**src/rtl/mem_stage.sv**
```systemverilog
// Memory pipeline stage: aligns and zero-extends load data, splits misaligned
// word/half accesses into a second beat, and registers the MEM/WB fields.
module mem_stage #(
  parameter bit MISALIGN_EN = 1'b1
) (
  input  logic        clk,
  input  logic        rst,
  input  logic        halt,
  input  logic        bubble_in,
  input  logic [4:0]  opcode_in,
  input  logic [4:0]  tgt_in_1,
  input  logic [4:0]  tgt_in_2,
  input  logic [31:0] result_in_1,
  input  logic [31:0] result_in_2,
  input  logic [31:0] addr_in,
  input  logic [31:0] store_data_in,
  input  logic        is_load_in,
  input  logic        is_store_in,
  input  logic        halt_in,
  input  logic [31:0] dmem_rdata,
  input  logic [31:0] fix_rdata,
  output logic [31:0] fix_addr,
  output logic        fix_re,
  output logic        fix_we,
  output logic [3:0]  fix_be,
  output logic [31:0] fix_wdata,
  output logic        mem_stall,
  output logic [4:0]  mem_tgt_1,
  output logic [4:0]  mem_tgt_2,
  output logic [31:0] mem_result_out_1,
  output logic [31:0] mem_result_out_2,
  output logic [4:0]  mem_opcode_out,
  output logic        mem_bubble,
  output logic        is_load_mem,
  output logic        halt_out
);

  typedef enum logic {
    IDLE,
    FIX
  } state_t;

  state_t      r_state;
  state_t      w_nextState;
  logic [31:0] r_firstBuf;
  logic [4:0]  r_tgt1;
  logic [4:0]  r_tgt2;
  logic [31:0] r_result1;
  logic [31:0] r_result2;
  logic [4:0]  r_opcode;
  logic        r_bubble;
  logic        r_isLoad;
  logic        r_haltOut;

  logic        w_isWord;
  logic        w_isHalf;
  logic        w_isByte;
  logic [1:0]  w_off;
  logic        w_misaligned;
  logic [31:0] w_sizeMask;
  logic [31:0] w_alignedLoad;
  logic [31:0] w_splitLoad;
  logic [31:0] w_loadValue;
  logic [3:0]  w_spillBe;
  logic [31:0] w_spillData;
  logic        w_startSplit;
  logic        w_loadBubble;

  assign w_isWord = (opcode_in >= 5'd3) && (opcode_in <= 5'd5);
  assign w_isHalf = (opcode_in >= 5'd6) && (opcode_in <= 5'd8);
  assign w_isByte = (opcode_in >= 5'd9) && (opcode_in <= 5'd11);

  // With splitting disabled the low address bits are forced to the natural alignment.
  always_comb begin
    w_off = addr_in[1:0];
    if (!MISALIGN_EN) begin
      if (w_isWord) w_off = 2'b00;
      else if (w_isHalf) w_off = {addr_in[1], 1'b0};
    end
  end

  assign w_misaligned = MISALIGN_EN && !bubble_in && (is_load_in || is_store_in) &&
                        ((w_isWord && (w_off != 2'b00)) || (w_isHalf && (w_off == 2'b11)));

  always_comb begin
    w_sizeMask = 32'hffff_ffff;
    if (w_isHalf) w_sizeMask = 32'h0000_ffff;
    else if (w_isByte) w_sizeMask = 32'h0000_00ff;
  end

  assign w_alignedLoad = (dmem_rdata >> {w_off, 3'b000}) & w_sizeMask;
  assign w_splitLoad   = 32'(({fix_rdata, r_firstBuf} >> {w_off, 3'b000})) & w_sizeMask;
  assign w_loadValue   = (r_state == FIX) ? w_splitLoad : w_alignedLoad;

  // Lanes shifted past byte 3 are the ones the second beat has to write.
  assign w_spillBe   = 4'(((w_isWord ? 8'h0f : 8'h03) << w_off) >> 4);
  assign w_spillData = store_data_in >> (6'd32 - {1'b0, w_off, 3'b000});

  assign fix_addr = {addr_in[31:2], 2'b00} + 32'd4;

  assign w_startSplit = (r_state == IDLE) && w_misaligned && !rst && !halt;
  assign w_loadBubble = bubble_in || w_startSplit;

  always_comb begin
    w_nextState = r_state;
    mem_stall   = 1'b0;
    fix_re      = 1'b0;
    fix_we      = 1'b0;
    fix_be      = 4'b0000;
    fix_wdata   = 32'h0000_0000;
    case (r_state)
      IDLE: begin
        if (w_startSplit) begin
          mem_stall   = 1'b1;
          fix_re      = is_load_in;
          fix_we      = is_store_in && !r_haltOut;
          if (fix_we) begin
            fix_be    = w_spillBe;
            fix_wdata = w_spillData;
          end
          w_nextState = FIX;
        end
      end
      FIX: begin
        w_nextState = IDLE;
      end
      default: begin
        w_nextState = IDLE;
      end
    endcase
  end

  // The stall cycle loads a bubble; the held instruction registers during FIX.
  always_ff @(posedge clk) begin
    if (rst) begin
      r_state    <= IDLE;
      r_firstBuf <= 32'h0000_0000;
      r_tgt1     <= 5'd0;
      r_tgt2     <= 5'd0;
      r_result1  <= 32'h0000_0000;
      r_result2  <= 32'h0000_0000;
      r_opcode   <= 5'd0;
      r_bubble   <= 1'b1;
      r_isLoad   <= 1'b0;
      r_haltOut  <= 1'b0;
    end else if (!halt) begin
      r_state <= w_nextState;
      if (w_startSplit) r_firstBuf <= dmem_rdata;
      if (w_loadBubble) begin
        r_tgt1    <= 5'd0;
        r_tgt2    <= 5'd0;
        r_result1 <= 32'h0000_0000;
        r_result2 <= 32'h0000_0000;
        r_opcode  <= 5'd0;
        r_bubble  <= 1'b1;
        r_isLoad  <= 1'b0;
        r_haltOut <= 1'b0;
      end else begin
        r_tgt1    <= tgt_in_1;
        r_tgt2    <= tgt_in_2;
        r_result1 <= is_load_in ? w_loadValue : result_in_1;
        r_result2 <= result_in_2;
        r_opcode  <= opcode_in;
        r_bubble  <= 1'b0;
        r_isLoad  <= is_load_in;
        r_haltOut <= halt_in;
      end
    end
  end

  assign mem_tgt_1        = r_tgt1;
  assign mem_tgt_2        = r_tgt2;
  assign mem_result_out_1 = r_result1;
  assign mem_result_out_2 = r_result2;
  assign mem_opcode_out   = r_opcode;
  assign mem_bubble       = r_bubble;
  assign is_load_mem      = r_isLoad;
  assign halt_out         = r_haltOut;

endmodule

```
**config.mk**
```make
export PLATFORM = sky130hd
export DESIGN_NAME = mem_stage
export DESIGN_NICKNAME = d
export VERILOG_FILES = /design/src/rtl/mem_stage.sv
export SDC_FILE = /design/constraint.sdc
export NUM_CORES = 1
export LEC_CHECK = 0
export BUFFER_PORTS_ARGS = -buffer_cell sky130_fd_sc_hd__buf_2
export CORE_MARGIN = 10
export CORE_UTILIZATION = 42
export DETAILED_ROUTE_END_ITERATION = 8
export PLACE_DENSITY_LB_ADDON = 0.08
export SLEW_MARGIN = 20
export SYNTH_ARGS = -nofsm -noshare
export SYNTH_HDL_FRONTEND = slang
export SYNTH_SLANG_ARGS = --single-unit
```
**constraint.sdc**
```tcl
create_clock -name clk -period 3.2 [get_ports clk]
set_input_delay 0.48 -clock clk [delete_from_list [all_inputs] [get_ports clk]]
set_output_delay 0.48 -clock clk [all_outputs]
set_load 0.01 [all_outputs]
```
==> reports/metrics.csv, run 1 <==
metric;value;unit
initial antenna violation count;11;
Area growth syn-to-layout;37.24;%
core area;0.01600;mm^2
critical path type;input pin to output port;
Die ar.;0.02199;mm^2
# nets final;1306;
CTS Sinks;115;
Slew Limit Headroom;35.60;%
xor and xnor area share after synthesis;3.547;%
synth unique cells;52;
number of slew-limit violations in the final report;0;
first-pass GRT wire length;42180;um
effective utilization at floorplan;43.21;%
transition at the pin with the smallest max-transition slack;0.9578;ns
post-synthesis share of cell area spent on and, or, nand and nor gates;14.82;%
post-route ant nets;0;
count of yosys warnings during synthesis;0;
clock transition time at the flip-flop clock pins of the worst setup and hold paths;0.05;ns
number of hold-slack violations in the final timing report;0;
required time worst endpoint;2.72;ns
row count;46;
vias per cell;5.488;
leading register cell type out of synthesis;dfxtp_1;
leakage power figure;0.004375;uW
Setup violations, final;0;
clock buffer count from CTS;17;
part of the cycle the worst path needs;86.90;%
portion of synthesized cell area occupied by the leading cell type;33.30;%
H-tree Lvls;4;
total of cells resized after clock tree synthesis;0;
Design Power;4224;uW
buffer depth of the longest clock path;2;
part of the Yosys area used for sequential elements;33.30;%
boundary pin count;367;
worst skew pair latency;0.41;ns
Final HPWL DP;22160;um
gate count after technology mapping;761;
total gr overflow;0;
global router's overall resource usage;24.38;%
Vias;7305;
worst min-delay path class;input pin to flop;
Pre-antenna DRT Iters;6;
fraction of layout cells with a size suffix above 1;40.56;%
# fillers;1526;
height of the die;148.3;um
number of synthesized flops with an enable pin;0;
Worst setup SP type;input pin;
number of global-route vias before repair;7152;
worst-path fanout max;32;
share of synthesized cell area in full adder, half adder and majority cells;0.5429;%
total DRC errors in the routed layout;0;
main combinational cell family by area after synthesis;compound AO/OA/AOI/OAI gates;
average size of a mapped cell;9.086;um^2
buffer count from post-CTS setup fixing;0;
pin count of the biggest net entering global routing;67;
async set-or-reset flop fraction in the synthesized netlist;0;%
Worst VDD drop;400.1;uV
first-iteration detailed-routing DRC count;535;
register bit total from synthesis;115;
Power Density;445.1;mW/mm^2
die span in x;148.3;um
Commonest cells post-synth;dfxtp_1 (115), mux2i_1 (104), nor2_1 (65);
# hold bufs at CTS;0;
kind of capture point of the worst setup path;output port;
Post-Syn Area;0.006914;mm^2
library cell occupying the most area in the post-synthesis netlist;dfxtp_1;
routability-driven placement congestion ratio;0.9767;
final critical path time including I/O delays and setup;2.781;ns
CP Data Arrival Time;2.30;ns
max-cap violations;0;
quantity of I/O buffers inserted on ports;355;
setup_tns;0;ns
unrepaired setup endpoints after global routing;no;
library cell with the highest instance count after synthesis;dfxtp_1;
cell chosen for the clock root;clkbuf_16;
post-route clock skew;0.009391;ns
total length of routed wires;28660;um
maximum frequency from static timing analysis;0.3596;GHz
TritonCTS clock tree;yes;
routed wirelength normalized by instance count;21.53;um
mux contribution to synthesized area;18.96;%
fraction of the mapped netlist area in compound gates;23.16;%
outcome;complete, no violations;
cell types occupying the most area after synthesis;dfxtp_1 (33%), mux2i_1 (15%), a22o_1 (7.2%), nor2_1 (3.5%), nand2_1 (3.4%);
critical path, cell delays in order:
cell and delay (ns):
buf_2 0.16, ha_1 0.21, nor4bb_1 0.22, a21oi_1 0.07
o22ai_1 0.15, nand4_1 0.11, buf_4 0.26, nor4b_1 0.42
buf_2 0.22
cell type report:
cell class	count	area (um^2)	area share, %
sequential	115	2302	24.26
antenna	13	32.53	0.3428
clock buffer	18	439.2	4.628
inverter	15	56.30	0.5934
timing repair buffer	375	1954	20.60
multi-input combinational	565	4249	44.78
clock inverter	14	185.2	1.951
tap	216	270.3	2.848
placed cells by master, fill, tap and decap left out, drive strengths merged, types with 13 or more instances in the layout:
cell and n:
nor3 13, a22o 57, a211oi 32, diode 13, nand3 13, inv 15
clkbuf 18, o22ai 25, mux2i 104, nor2 65, xnor2 21, nor2b 20
buf 375, nand2 62, dfxtp 115
flip-flops by register name, indices dropped and copies added, names as in the netlist:
register          count
halt_out              1
mem_tgt_2             5
r_firstBuf           32
mem_result_out_1     32
is_load_mem           1
mem_tgt_1             5
r_state               1
mem_opcode_out        5
mem_bubble            1
mem_result_out_2     32
through the flow:
stage                     setup slack, ns  util (%)  cells  hold WS (ns)  area (um^2)
after floorplan                  0.006155         -    763        0.4546         6924
after global placement             0.5470     55.20   1286        0.4508         8832
after detailed placement           0.4956     55.20   1286        0.4521         8832
after CTS                          0.4860     59.10   1318        0.2643         9457
after global routing               0.2787     59.24   1327        0.2654         9479
final                              0.4191     59.31   1331        0.2828         9489
worst paths after layout:
check,from,end,slack [ns],depth (start not counted)
worst max register to register,r_state$_SDFFE_PP0N_,mem_result_out_1[10]$_SDFFE_PP0N_,0.91,6
worst min-delay path,result_in_2[23],mem_result_out_2[23]$_SDFFE_PP0N_,0.28,2
worst min register to register,mem_tgt_1[0]$_SDFFE_PP0N_,mem_tgt_1[0]$_SDFFE_PP0N_,0.47,1
worst max-delay path,addr_in[1],fix_wdata[25],0.42,9
routing by layer:
metal	vias up	global-route usage [%]	share of wire, %	wire length (um)
met5	-	0	0.028	8
met4	2	8.573	2.3	653
met3	34	7.373	7.6	2186
met2	292	42.39	51	14700
met1	3447	27.64	39	11110
li1	3530	-	-	-
cells by family after synthesis:
| kind of cell | count (synthesis) |
|---|---|
| compound gates | 198 |
| xor+xnor | 28 |
| fa+ha+maj | 3 |
| buf+inv | 83 |
| flops | 115 |
| mux | 120 |
| other cells | 1 |
| simple gates | 213 |
power breakdown:
part | internal [uW] | switching (uW) | total, uW
combinational | 320 | 397 | 717
sequential | 1470 | 20.3 | 1490
clock | 1320 | 695 | 2010
Power figures use the tool's default switching activity.
==> run 2: changes to the inputs <==
Settings changed: CORE_UTILIZATION 42 to 46.
Clock period 3.2 ns to 2.8 ns, I/O delays scaled along.
==> reports/metrics.csv, run 2 (same netlist as run 1, synthesis figures left out) <==
metric;value;unit;change
outcome;complete, no violations;;
clock transition time at the flip-flop clock pins of the worst setup and hold paths;0.06;ns;about the same
kind of capture point of the worst setup path;output port;;
unrepaired setup endpoints after global routing;no;;
routed wirelength normalized by instance count;21.63;um;+0.45%
maximum frequency from static timing analysis;0.3822;GHz;
clock network fraction of total power;47.5;%;-0.2 points
boundary pin count;367;;unchanged
most common library cell in the layout ignoring fill and taps;buf_2;;
CP Data Arrival Time;2.20;ns;-0.10 ns
post-placement worst setup slack;0.2381;ns;-0.2575 ns
part of the cycle the worst path needs;93.44;%;
leakage power figure;0.004404;uW;+0.65%
routability-driven placement congestion ratio;0.9439;;-3.4%
worst-path fanout max;29;;-9.4%
CTS Sinks;115;;unchanged
cell internal pwr;3568;uW;+15%
Area growth syn-to-layout;38.11;%;
worst min-delay path class;input pin to flop;;
Final HPWL DP;21870;um;-1.3%
row count;44;;-4.3%
Design Power;4841;uW;+15%
Setup violations, final;0;;unchanged
# nets final;1310;;+0.31%
cell chosen for the clock root;clkbuf_16;;
max-cap violations;0;;unchanged
pin count of the biggest net entering global routing;67;;unchanged
H-tree Lvls;4;;unchanged
switching share of total power;26.29;%;-0.039 points
Worst VDD drop;532.8;uV;+33%
buffer depth of the longest clock path;2;;unchanged
first-pass GRT wire length;41320;um;-2.0%
Worst setup SP type;flop;;
height of the die;142.6;um;-3.8%
critical path type;flop to output port;;
number of slew-limit violations in the final report;0;;unchanged
post-route clock skew;0.008415;ns;-0.0009753 ns
worst skew pair latency;0.42;ns;about the same
power dissipated by switching net loads;1273;uW;+14%
clock buffer count from CTS;17;;unchanged
proportion of power drawn by combinational gates;17.2;%;+0.2 points
minimum setup slack in the final design;0.1838;ns;-0.2354 ns
total gr overflow;0;;unchanged
Die ar.;0.02033;mm^2;-7.5%
buffer count from post-CTS setup fixing;0;;unchanged
required time worst endpoint;2.38;ns;-0.34 ns
total DRC errors in the routed layout;0;;unchanged
first-iteration detailed-routing DRC count;489;;-8.6%
# hold bufs at CTS;0;;unchanged
post-route ant nets;0;;unchanged
sequential share of power;35.3;%;about the same
Vias;7355;;+0.68%
most frequent cells in the layout;buf_2 (354), dfxtp_1 (115), mux2i_1 (104), nor2_1 (65), nand2_1 (62);;
initial antenna violation count;9;;-2
die span in x;142.6;um;-3.8%
Pre-antenna DRT Iters;7;;+1
fraction of layout cells with a size suffix above 1;41.68;%;+1.1 points
setup_tns;0;ns;unchanged
total of cells resized after clock tree synthesis;0;;unchanged
final critical path time including I/O delays and setup;2.616;ns;
total length of routed wires;28030;um;-2.2%
transition at the pin with the smallest max-transition slack;0.9619;ns;+0.004039 ns
Power Density;506.9;mW/mm^2;+14%
effective utilization at floorplan;47.21;%;+4.0 points
vias per cell;5.675;;+3.4%
TritonCTS clock tree;yes;;
# fillers;1296;;-15%
quantity of I/O buffers inserted on ports;355;;unchanged
core area;0.01464;mm^2;-8.5%
Slew Limit Headroom;35.33;%;-0.27 points
number of hold-slack violations in the final timing report;0;;unchanged
global router's overall resource usage;25.96;%;+1.6 points
number of global-route vias before repair;7049;;-1.4%
-- run 2: cell types whose count changed in the layout (fill, tap and decap cells not counted), moves of 4 or more --
cell,previous run,this run
nor4b_1,8,2
a211oi_1,21,17
a211oi_2,11,15
nor4b_2,0,6
diode_2,13,6
-- run 2: layout make-up --
cell class	count	area, um^2	area share [%]
clock buffer	19	442.9	4.638
antenna	6	15.01	0.1572
tap	184	230.2	2.411
inverter	15	56.30	0.5896
sequential	115	2302	24.11
clock inverter	13	182.7	1.913
multi-input combinational	565	4310	45.14
timing repair buffer	379	2009	21.04
-- run 2: worst max-delay path: stages (launching register included) --
cell	delay (ns)
dfxtp_1	0.31
o21bai_1	0.14
nor4_1	0.28
nand4_1	0.27
buf_4	0.31
nor4b_2	0.28
buf_2	0.17
-- run 2: final timing paths --
path	start	end	slack, ns	depth (start not counted)
max	r_state$_SDFFE_PP0N_	fix_wdata[28]	0.18	6
min	result_in_2[13]	mem_result_out_2[13]$_SDFFE_PP0N_	0.21	2
max reg2reg	r_state$_SDFFE_PP0N_	mem_result_out_1[17]$_SDFFE_PP0N_	0.64	5
min reg2reg	mem_tgt_1[4]$_SDFFE_PP0N_	mem_tgt_1[4]$_SDFFE_PP0N_	0.47	1
-- run 2: metal layers --
metal | global-route usage, % | vias up | part of all wire, %
met3 | 7.744 | 42 | 7.7
li1 | - | 3528 | -
met2 | 46.51 | 290 | 52
met1 | 28.86 | 3489 | 38
met5 | 0 | - | 0.20
met4 | 8.035 | 6 | 2.1
-- run 2: power by group through the flow --
| stage | Combinational, uW | Sequential (uW) | Clock (uW) |
|---|---|---|---|
| global placement | 823 | 1740 | 0 |
| global route | 902 | 1710 | 2410 |
| floorplan | 438 | 1760 | 0 |
| detailed placement | 827 | 1740 | 0 |
| finish | 832 | 1710 | 2300 |
| CTS | 832 | 1710 | 2330 |
-- run 2: metrics by stage --
| step | hold WS (ns) | std cells | utilization [%] | cell area, um^2 |
|---|---|---|---|---|
| 3_5_place_dp | 0.4516 | 1258 | 60.83 | 8909 |
| 3_3_place_gp | 0.4519 | 1258 | 60.83 | 8909 |
| 5_1_grt | 0.2065 | 1295 | 65.19 | 9547 |
| 4_1_cts | 0.2030 | 1290 | 65.11 | 9534 |
| 2_1_floorplan | 0.4546 | 763 | - | 7003 |
| 6_report | 0.2135 | 1296 | 65.21 | 9549 |
